===== src/rtl/sqrt_controller.sv =====
`timescale 1ns/1ps
// sqrt_controller
//   Control FSM for an iterative 8-bit integer square-root datapath. One
//   request computes a 4-bit root, one bit per iteration, in four iterations.
//   Each iteration runs SHIFT_A -> CMP -> SHIFT_X.
//
//   State and every output are registered together. The outputs are decoded
//   from the next state, so each Moore output is valid in the same cycle as
//   its state.
//
// Ports
//   clk       rising-edge clock
//   reset_n   asynchronous active-low reset
//   start     request pulse, sampled only in IDLE
//   a_in      radicand, captured when start is accepted
//   Rsl_X     datapath compare result (one root bit per iteration)
//   abort     cancel request (present only with SQRT_CTRL_ABORT_EN)
//   A         registered radicand driven to the datapath
//   Ld_A, Ld_A_pp, Ld_X   datapath load pulses (LOAD state)
//   Shf_A_pp  shift radicand pair into partial remainder (SHIFT_A state)
//   Shf_X     shift root register (SHIFT_X state)
//   busy      high in every state except IDLE
//   done      one-cycle completion pulse
//   root      result, held until the next accepted start
//
// Build option
//   SQRT_CTRL_ABORT_EN : adds the abort input and its cancel logic.
module sqrt_controller (
  input  logic       clk,
  input  logic       reset_n,
  input  logic       start,
  input  logic [7:0] a_in,
  input  logic       Rsl_X,
`ifdef SQRT_CTRL_ABORT_EN
  input  logic       abort,
`endif
  output logic [7:0] A,
  output logic       Ld_A,
  output logic       Ld_A_pp,
  output logic       Ld_X,
  output logic       Shf_A_pp,
  output logic       Shf_X,
  output logic       busy,
  output logic       done,
  output logic [3:0] root
);

  typedef enum logic [2:0] {
    IDLE,
    LOAD,
    SHIFT_A,
    CMP,
    SHIFT_X,
    DONE
  } state_t;

  state_t     state_q, state_d;
  logic [7:0] a_q, a_d;
  logic [1:0] it_q, it_d;
  logic [3:0] sreg_q, sreg_d;
  logic [3:0] root_q, root_d;
  logic       ld_q, ld_d;
  logic       shf_a_q, shf_a_d;
  logic       shf_x_q, shf_x_d;
  logic       busy_q, busy_d;
  logic       done_q, done_d;

  always_comb begin
    state_d = state_q;
    a_d     = a_q;
    it_d    = it_q;
    sreg_d  = sreg_q;
    root_d  = root_q;

    case (state_q)
      IDLE: begin
        if (start) begin
          a_d     = a_in;
          state_d = LOAD;
        end
      end
      LOAD: begin
        it_d    = 2'd3;
        sreg_d  = '0;
        state_d = SHIFT_A;
      end
      SHIFT_A: state_d = CMP;
      CMP: begin
        // The root is built MSB first; the first compare yields bit 3.
        sreg_d  = {sreg_q[2:0], Rsl_X};
        state_d = SHIFT_X;
      end
      SHIFT_X: begin
        if (it_q == 2'd0) begin
          state_d = DONE;
        end else begin
          it_d    = it_q - 2'd1;
          state_d = SHIFT_A;
        end
      end
      DONE:    state_d = IDLE;
      default: state_d = IDLE;
    endcase

`ifdef SQRT_CTRL_ABORT_EN
    // Abort wins over start in IDLE and cancels any iteration in progress.
    // DONE is allowed to finish. Iteration state is left untouched so that
    // root cannot change.
    if (abort && (state_q != DONE)) begin
      state_d = IDLE;
      a_d     = a_q;
      it_d    = it_q;
      sreg_d  = sreg_q;
    end
`endif

    // Root is loaded on entry to DONE so that it appears together with the
    // registered done pulse. The final root bit was shifted in at the end of
    // the last CMP state, so sreg_q is already complete here.
    if (state_d == DONE) begin
      root_d = sreg_q;
    end

    ld_d    = (state_d == LOAD);
    shf_a_d = (state_d == SHIFT_A);
    shf_x_d = (state_d == SHIFT_X);
    busy_d  = (state_d != IDLE);
    done_d  = (state_d == DONE);
  end

  always_ff @(posedge clk or negedge reset_n) begin
    if (!reset_n) begin
      state_q <= IDLE;
      a_q     <= '0;
      it_q    <= '0;
      sreg_q  <= '0;
      root_q  <= '0;
      ld_q    <= 1'b0;
      shf_a_q <= 1'b0;
      shf_x_q <= 1'b0;
      busy_q  <= 1'b0;
      done_q  <= 1'b0;
    end else begin
      state_q <= state_d;
      a_q     <= a_d;
      it_q    <= it_d;
      sreg_q  <= sreg_d;
      root_q  <= root_d;
      ld_q    <= ld_d;
      shf_a_q <= shf_a_d;
      shf_x_q <= shf_x_d;
      busy_q  <= busy_d;
      done_q  <= done_d;
    end
  end

  assign A        = a_q;
  assign Ld_A     = ld_q;
  assign Ld_A_pp  = ld_q;
  assign Ld_X     = ld_q;
  assign Shf_A_pp = shf_a_q;
  assign Shf_X    = shf_x_q;
  assign busy     = busy_q;
  assign done     = done_q;
  assign root     = root_q;

endmodule


===== config.mk =====
export PLATFORM = sky130hd
export DESIGN_NAME = sqrt_controller
export DESIGN_NICKNAME = d
export VERILOG_FILES = /design/src/rtl/sqrt_controller.sv
export SDC_FILE = /design/constraint.sdc
export NUM_CORES = 1
export LEC_CHECK = 0
export ABC_AREA = 1
export CORE_MARGIN = 4
export CORE_UTILIZATION = 45
export DETAILED_ROUTE_END_ITERATION = 8
export PLACE_DENSITY = 0.75
export SLEW_MARGIN = 15
export SYNTH_ARGS = -nofsm -noshare
export SYNTH_HDL_FRONTEND = slang
export SYNTH_SLANG_ARGS = --single-unit

===== constraint.sdc =====
create_clock -name clk -period 1.48 [get_ports clk]
set_input_delay 0.148 -clock clk [delete_from_list [all_inputs] [get_ports clk]]
set_output_delay 0.148 -clock clk [all_outputs]
set_load 0.05 [all_outputs]

==> run metrics, run 1 <==
status finished clean; number of buffers added on ports 30; final WL 2010 µm; Most used DFF post-synth dfrtp_1; slowest CP cell dfrtp_1; CP peak stage delay 0.40 ns; Detail Route Antenna Nets 0; non-filler instance count after layout 171; # hold bufs at CTS 0; largest net degree at the start of global routing 27; first-pass GRT wire length 3570 µm; Final HPWL DP 1540 µm; WS Path Type reg2reg; Cell variety after synth 14; clock sinks 26; max_cap viols 0; FP Rows 17; Min-Delay Path Class in2async; Place WS 0.181 ns; Clock Skew 0.00549 ns; worst setup margin 0.197 ns; CTS tree yes; antenna violations before repair 0; period utilisation layout 0.867; Final Max Slew Viols 0; Die Area 3130 µm²; clk_lat worst skew 0.31 ns; crit end category flip-flop; vias per cell 4.65; RSZ-0062 raised after global routing false; leading area contributor after synthesis dfrtp_1; nets 158; flops & latches, synth 26; worst-margin pin slew 0.320 ns; vias in the first global route 869; list of most frequent post-synthesis cells nand2_1 (41), dfrtp_1 (26), inv_1 (15); # IOs 31; CTS H-Tree Depth 1; critical path depth 6; syn_nets 124; final hold vios 0; core box area 2190 µm²; Worst Path Buf+Inv 2; Async S/R FF share, synth 1.00; delay-heaviest family, CP simple AND/OR/NAND/NOR gates; cell repeated most along the worst path inv_1; Num CTS Buffers 3; crit path DAT 1.49 ns; worst-path maximum fanout 10; fin crit period 1.28 ns; Die Wd 56.0 µm; DRC viols 0; Slew headroom 0.786; post-synthesis sequential area ratio 0.629; First-pass DRT Iterations 4; required time worst endpoint 1.69 ns; Placed Cells 168; Syn Std Cell Area 1030 µm²; clk slew on worst S/H paths 0.13 ns; Root Buffer clkbuf_4; 1st-iter DRT viols 13; number of enable flip-flop cells after synthesis 0; crit path cell chain inv_1 > ha_1 > nand3_2 > inv_1 > nor2_1 > nand3_1; top-area cell type share of the netlist area 0.629; cell with the most instances after synthesis nand2_1; setup bufs post-CTS 0; yosys warns 0; worst r2r path cells 6; Final Setup Violations 0; mean routed wirelength per cell 11.8 µm; FMAX 779 MHz; Layout area overhead 29.3%; gr ovfl total 0; # resized after CTS 0; top post-synthesis cells by area dfrtp_1 (63%), nand2_1 (15%), inv_1 (5.4%), nand3_1 (2.4%), o21ai_0 (2.4%); Cells after Synth 111; Clock Path Buffers 2; via count 795; Setup TNS 0 ns; Antenna diodes 0; GRT Util Overall 0.144; RePlAce Congestion 0.835; share of cells above drive strength 1 0.231; startpoint types flip-flop; die height 56.0 µm; Initial Utilization 0.472; Mean Syn Cell Area 9.32 µm²
## flip-flops by register name (all words and copies together) (netlist names)
signal / cells
root: 4
A: 8
it_q: 2
done: 1
state_q: 3
Ld_A: 1
busy: 1
sreg_q: 4
Shf_A_pp: 1
Shf_X: 1
## cell usage in the layout (no fill, tap or decap)
| cell type | instances |
|---|---|
| nand2_1 | 41 |
| dfrtp_1 | 26 |
| buf_4 | 20 |
| inv_1 | 15 |
| clkdlybuf4s50_1 | 11 |
| nand3_1 | 5 |
| o21ai_0 | 5 |
| nor2_2 | 3 |
| nand2_2 | 3 |
| nor2_1 | 3 |
| o22ai_1 | 3 |
| clkbuf_4 | 3 |
| inv_2 | 2 |
| nand3_2 | 1 |
| nor2_4 | 1 |
| ha_1 | 1 |
## layer usage
metal | track usage | share of wire
met5 | 0 | 0
met4 | 0.0881 | 0.010
met3 | 0.0162 | 0.025
met2 | 0.247 | 0.53
met1 | 0.172 | 0.43
## cell type report
cell class | instances | area [µm²]
Fill cell | 196 | 853
Sequential cell | 26 | 651
Multi-Input combinational cell | 66 | 305
Timing Repair Buffer | 31 | 260
Inverter | 17 | 63.8
Tap cell | 28 | 35.0
Clock buffer | 3 | 22.5
## worst paths after layout
| path | slack (ns) | endpoint | from |
|---|---|---|---|
| min in group clk | 0.35 | A[0] | a_in[0] |
| setup reg to reg | 0.20 | busy | it_q[0] |
| setup / recovery | 0.20 | busy | it_q[0] |
| hold reg to reg | 0.50 | root[1] | root[1] |
| hold / removal | 0.19 | Shf_A_pp | reset_n |
| max in group asynchronous | 1.04 | root[2] | reset_n |
## per-stage QoR
stage          hold WS, ns   util  cell area (µm²)
2_1_floorplan       -0.148      -             1030
3_3_place_gp         0.469  0.600             1320
3_5_place_dp         0.470  0.600             1320
4_1_cts              0.191  0.611             1340
5_1_grt              0.215  0.611             1340
6_report             0.189  0.611             1340
## kinds of logic (layout without fill, tap and decap cells)
kind of cell,count (synthesis),count (layout),synth area share
compound gates,8,8,0.0423
simple gates,57,57,0.241
flops,26,26,0.629
buf+inv,19,51,0.0762
fa+ha+maj,1,1,0.0121
Power of run 1 is not shown: default switching activity piles up to over one toggle a cycle in this logic, so the estimate is an artifact.
==> run 2: changes to the inputs <==
--- a/config.mk
+++ b/config.mk
@@ -6,10 +6,11 @@
 export NUM_CORES = 1
 export LEC_CHECK = 0
 export ABC_AREA = 1
+export CAP_MARGIN = 5
 export CORE_MARGIN = 4
-export CORE_UTILIZATION = 45
+export CORE_UTILIZATION = 48
 export DETAILED_ROUTE_END_ITERATION = 8
-export PLACE_DENSITY = 0.75
+export PLACE_DENSITY = 0.79
 export SLEW_MARGIN = 15
 export SYNTH_ARGS = -nofsm -noshare
 export SYNTH_HDL_FRONTEND = slang
==> constraint.sdc (replaced) <==
create_clock -name clk -period 1.6 [get_ports clk]
set_input_delay 0.16 -clock clk [delete_from_list [all_inputs] [get_ports clk]]
set_output_delay 0.16 -clock clk [all_outputs]
set_load 0.05 [all_outputs]
==> run metrics, run 2 (same netlist as run 1, synthesis figures left out) <==
# hold bufs at CTS 0 (unchanged); crit path cell chain inv_1 > ha_1 > nand3_2 > inv_1 > nor2_1 > nand3_1; required time worst endpoint 1.80 ns (+0.11 ns); setup bufs post-CTS 0 (unchanged); WS Path Type reg2reg; Root Buffer clkbuf_4; period utilisation layout 0.808 (-0.0592); Reg2Reg Setup Slack 0.31 ns (+0.11 ns); Place WS 0.287 ns (+0.106 ns); GRT Util Overall 0.149 (+0.00510); core box area 2000 µm² (-8.6%); vias per cell 4.61 (-0.88%); Initial Utilization 0.517 (+0.0446); max_cap viols 0 (unchanged); Detail Route Antenna Nets 0 (unchanged); Num CTS Buffers 3 (unchanged); # IOs 31 (unchanged); crit end category flip-flop; delay-heaviest family, CP simple AND/OR/NAND/NOR gates; Worst Path Buf+Inv 2 (unchanged); antenna violations before repair 0 (unchanged); Setup TNS 0 ns (unchanged); die height 54.4 µm (-2.7%); gr ovfl total 0 (unchanged); RSZ-0062 raised after global routing false; Final Setup Violations 0 (unchanged); # resized after CTS 0 (unchanged); crit path DAT 1.50 ns (about the same); via count 788 (-0.88%); commonest non-fill, non-tap cell in the layout nand2_1; Final Max Slew Viols 0 (unchanged); RePlAce Congestion 0.870 (+4.2%); cell repeated most along the worst path inv_1; status finished clean; Die Wd 54.4 µm (-2.7%); FP Rows 16 (-1); first-pass GRT wire length 3130 µm (-12%); slowest CP cell dfrtp_1; mean routed wirelength per cell 11.1 µm (-5.9%); CTS tree yes; Clock Skew 0.0104 ns (+0.00494 ns); Antenna diodes 0 (unchanged); FF-to-FF End busy; final hold vios 0 (unchanged); final WL 1900 µm (-5.9%); max reg flops 8 (unchanged); CTS H-Tree Depth 1 (unchanged); Min-Delay Path Class in2async; Die Area 2960 µm² (-5.4%); share of cells above drive strength 1 0.236 (+0.00534); startpoint types flip-flop; largest net degree at the start of global routing 27 (unchanged); worst-margin pin slew 0.315 ns (-0.00480 ns); Slew headroom 0.790 (+0.00320); number of buffers added on ports 30 (unchanged); fin crit period 1.29 ns (+0.00927 ns); worst r2r path cells 6 (unchanged); clk slew on worst S/H paths 0.14 ns (about the same); vias in the first global route 760 (-13%); most frequent cells in the layout nand2_1 (41), dfrtp_1 (26), buf_4 (20); DRC viols 0 (unchanged); 1st-iter DRT viols 17 (+4); worst-path maximum fanout 10 (unchanged); clock sinks 26 (unchanged); nets 158 (unchanged); clk_lat worst skew 0.31 ns (about the same); Clock Path Buffers 2 (unchanged); Final HPWL DP 1490 µm (-2.8%); First-pass DRT Iterations 4 (unchanged); CP peak stage delay 0.40 ns (about the same); Layout area overhead 30.5%; FMAX 774 MHz (-0.72%); Worst R2R Start it_q[0]; worst setup margin 0.307 ns (+0.111 ns)
-- run 2: cell types whose count changed in the layout (fill, tap and decap cells not counted) --
cell / previous run / this run
clkbuf_8: 0 / 1
-- run 2: through the flow --
step	util	area [µm²]	hold WS, ns	instances
after floorplan	-	1030	-0.136	111
after global placement	0.656	1310	0.469	167
after detailed placement	0.656	1310	0.474	167
after CTS	0.674	1350	0.194	171
after global routing	0.674	1350	0.204	171
final	0.674	1350	0.187	171
-- run 2: worst max path at each step --
| stage | slack [ns] | start | endpoint | depth (start not counted) |
|---|---|---|---|---|
| floorplan | 0.49 | it_q[0] | busy | 6 |
| global placement | 0.33 | it_q[0] | busy | 6 |
| detailed placement | 0.29 | it_q[0] | busy | 6 |
| CTS | 0.27 | it_q[0] | busy | 6 |
| global route | 0.20 | it_q[0] | busy | 6 |
| finish | 0.31 | it_q[0] | busy | 6 |
-- run 2: worst register-to-register path, cell delays in order (launching register included) --
cell and delay, ns:
dfrtp_1 0.40, inv_1 0.05, ha_1 0.23, nand3_2 0.17
inv_1 0.08, nor2_1 0.16, nand3_1 0.10
-- run 2: layer usage --
metal  up-vias  GRT usage  share of wire
li1        401          -              -
met1       365      0.191           0.45
met2        20      0.237           0.49
met3         2     0.0300          0.050
met4         0     0.0788         0.0095
met5         -          0              0
-- run 2: cell type report --
type	instances	area (µm²)
fill	160	652
sequential	26	651
multi-input combinational	66	305
timing repair buffer	31	260
inverter	17	63.8
clock buffer	4	36.3
tap	27	33.8
Power of run 2 is left out for the same reason.
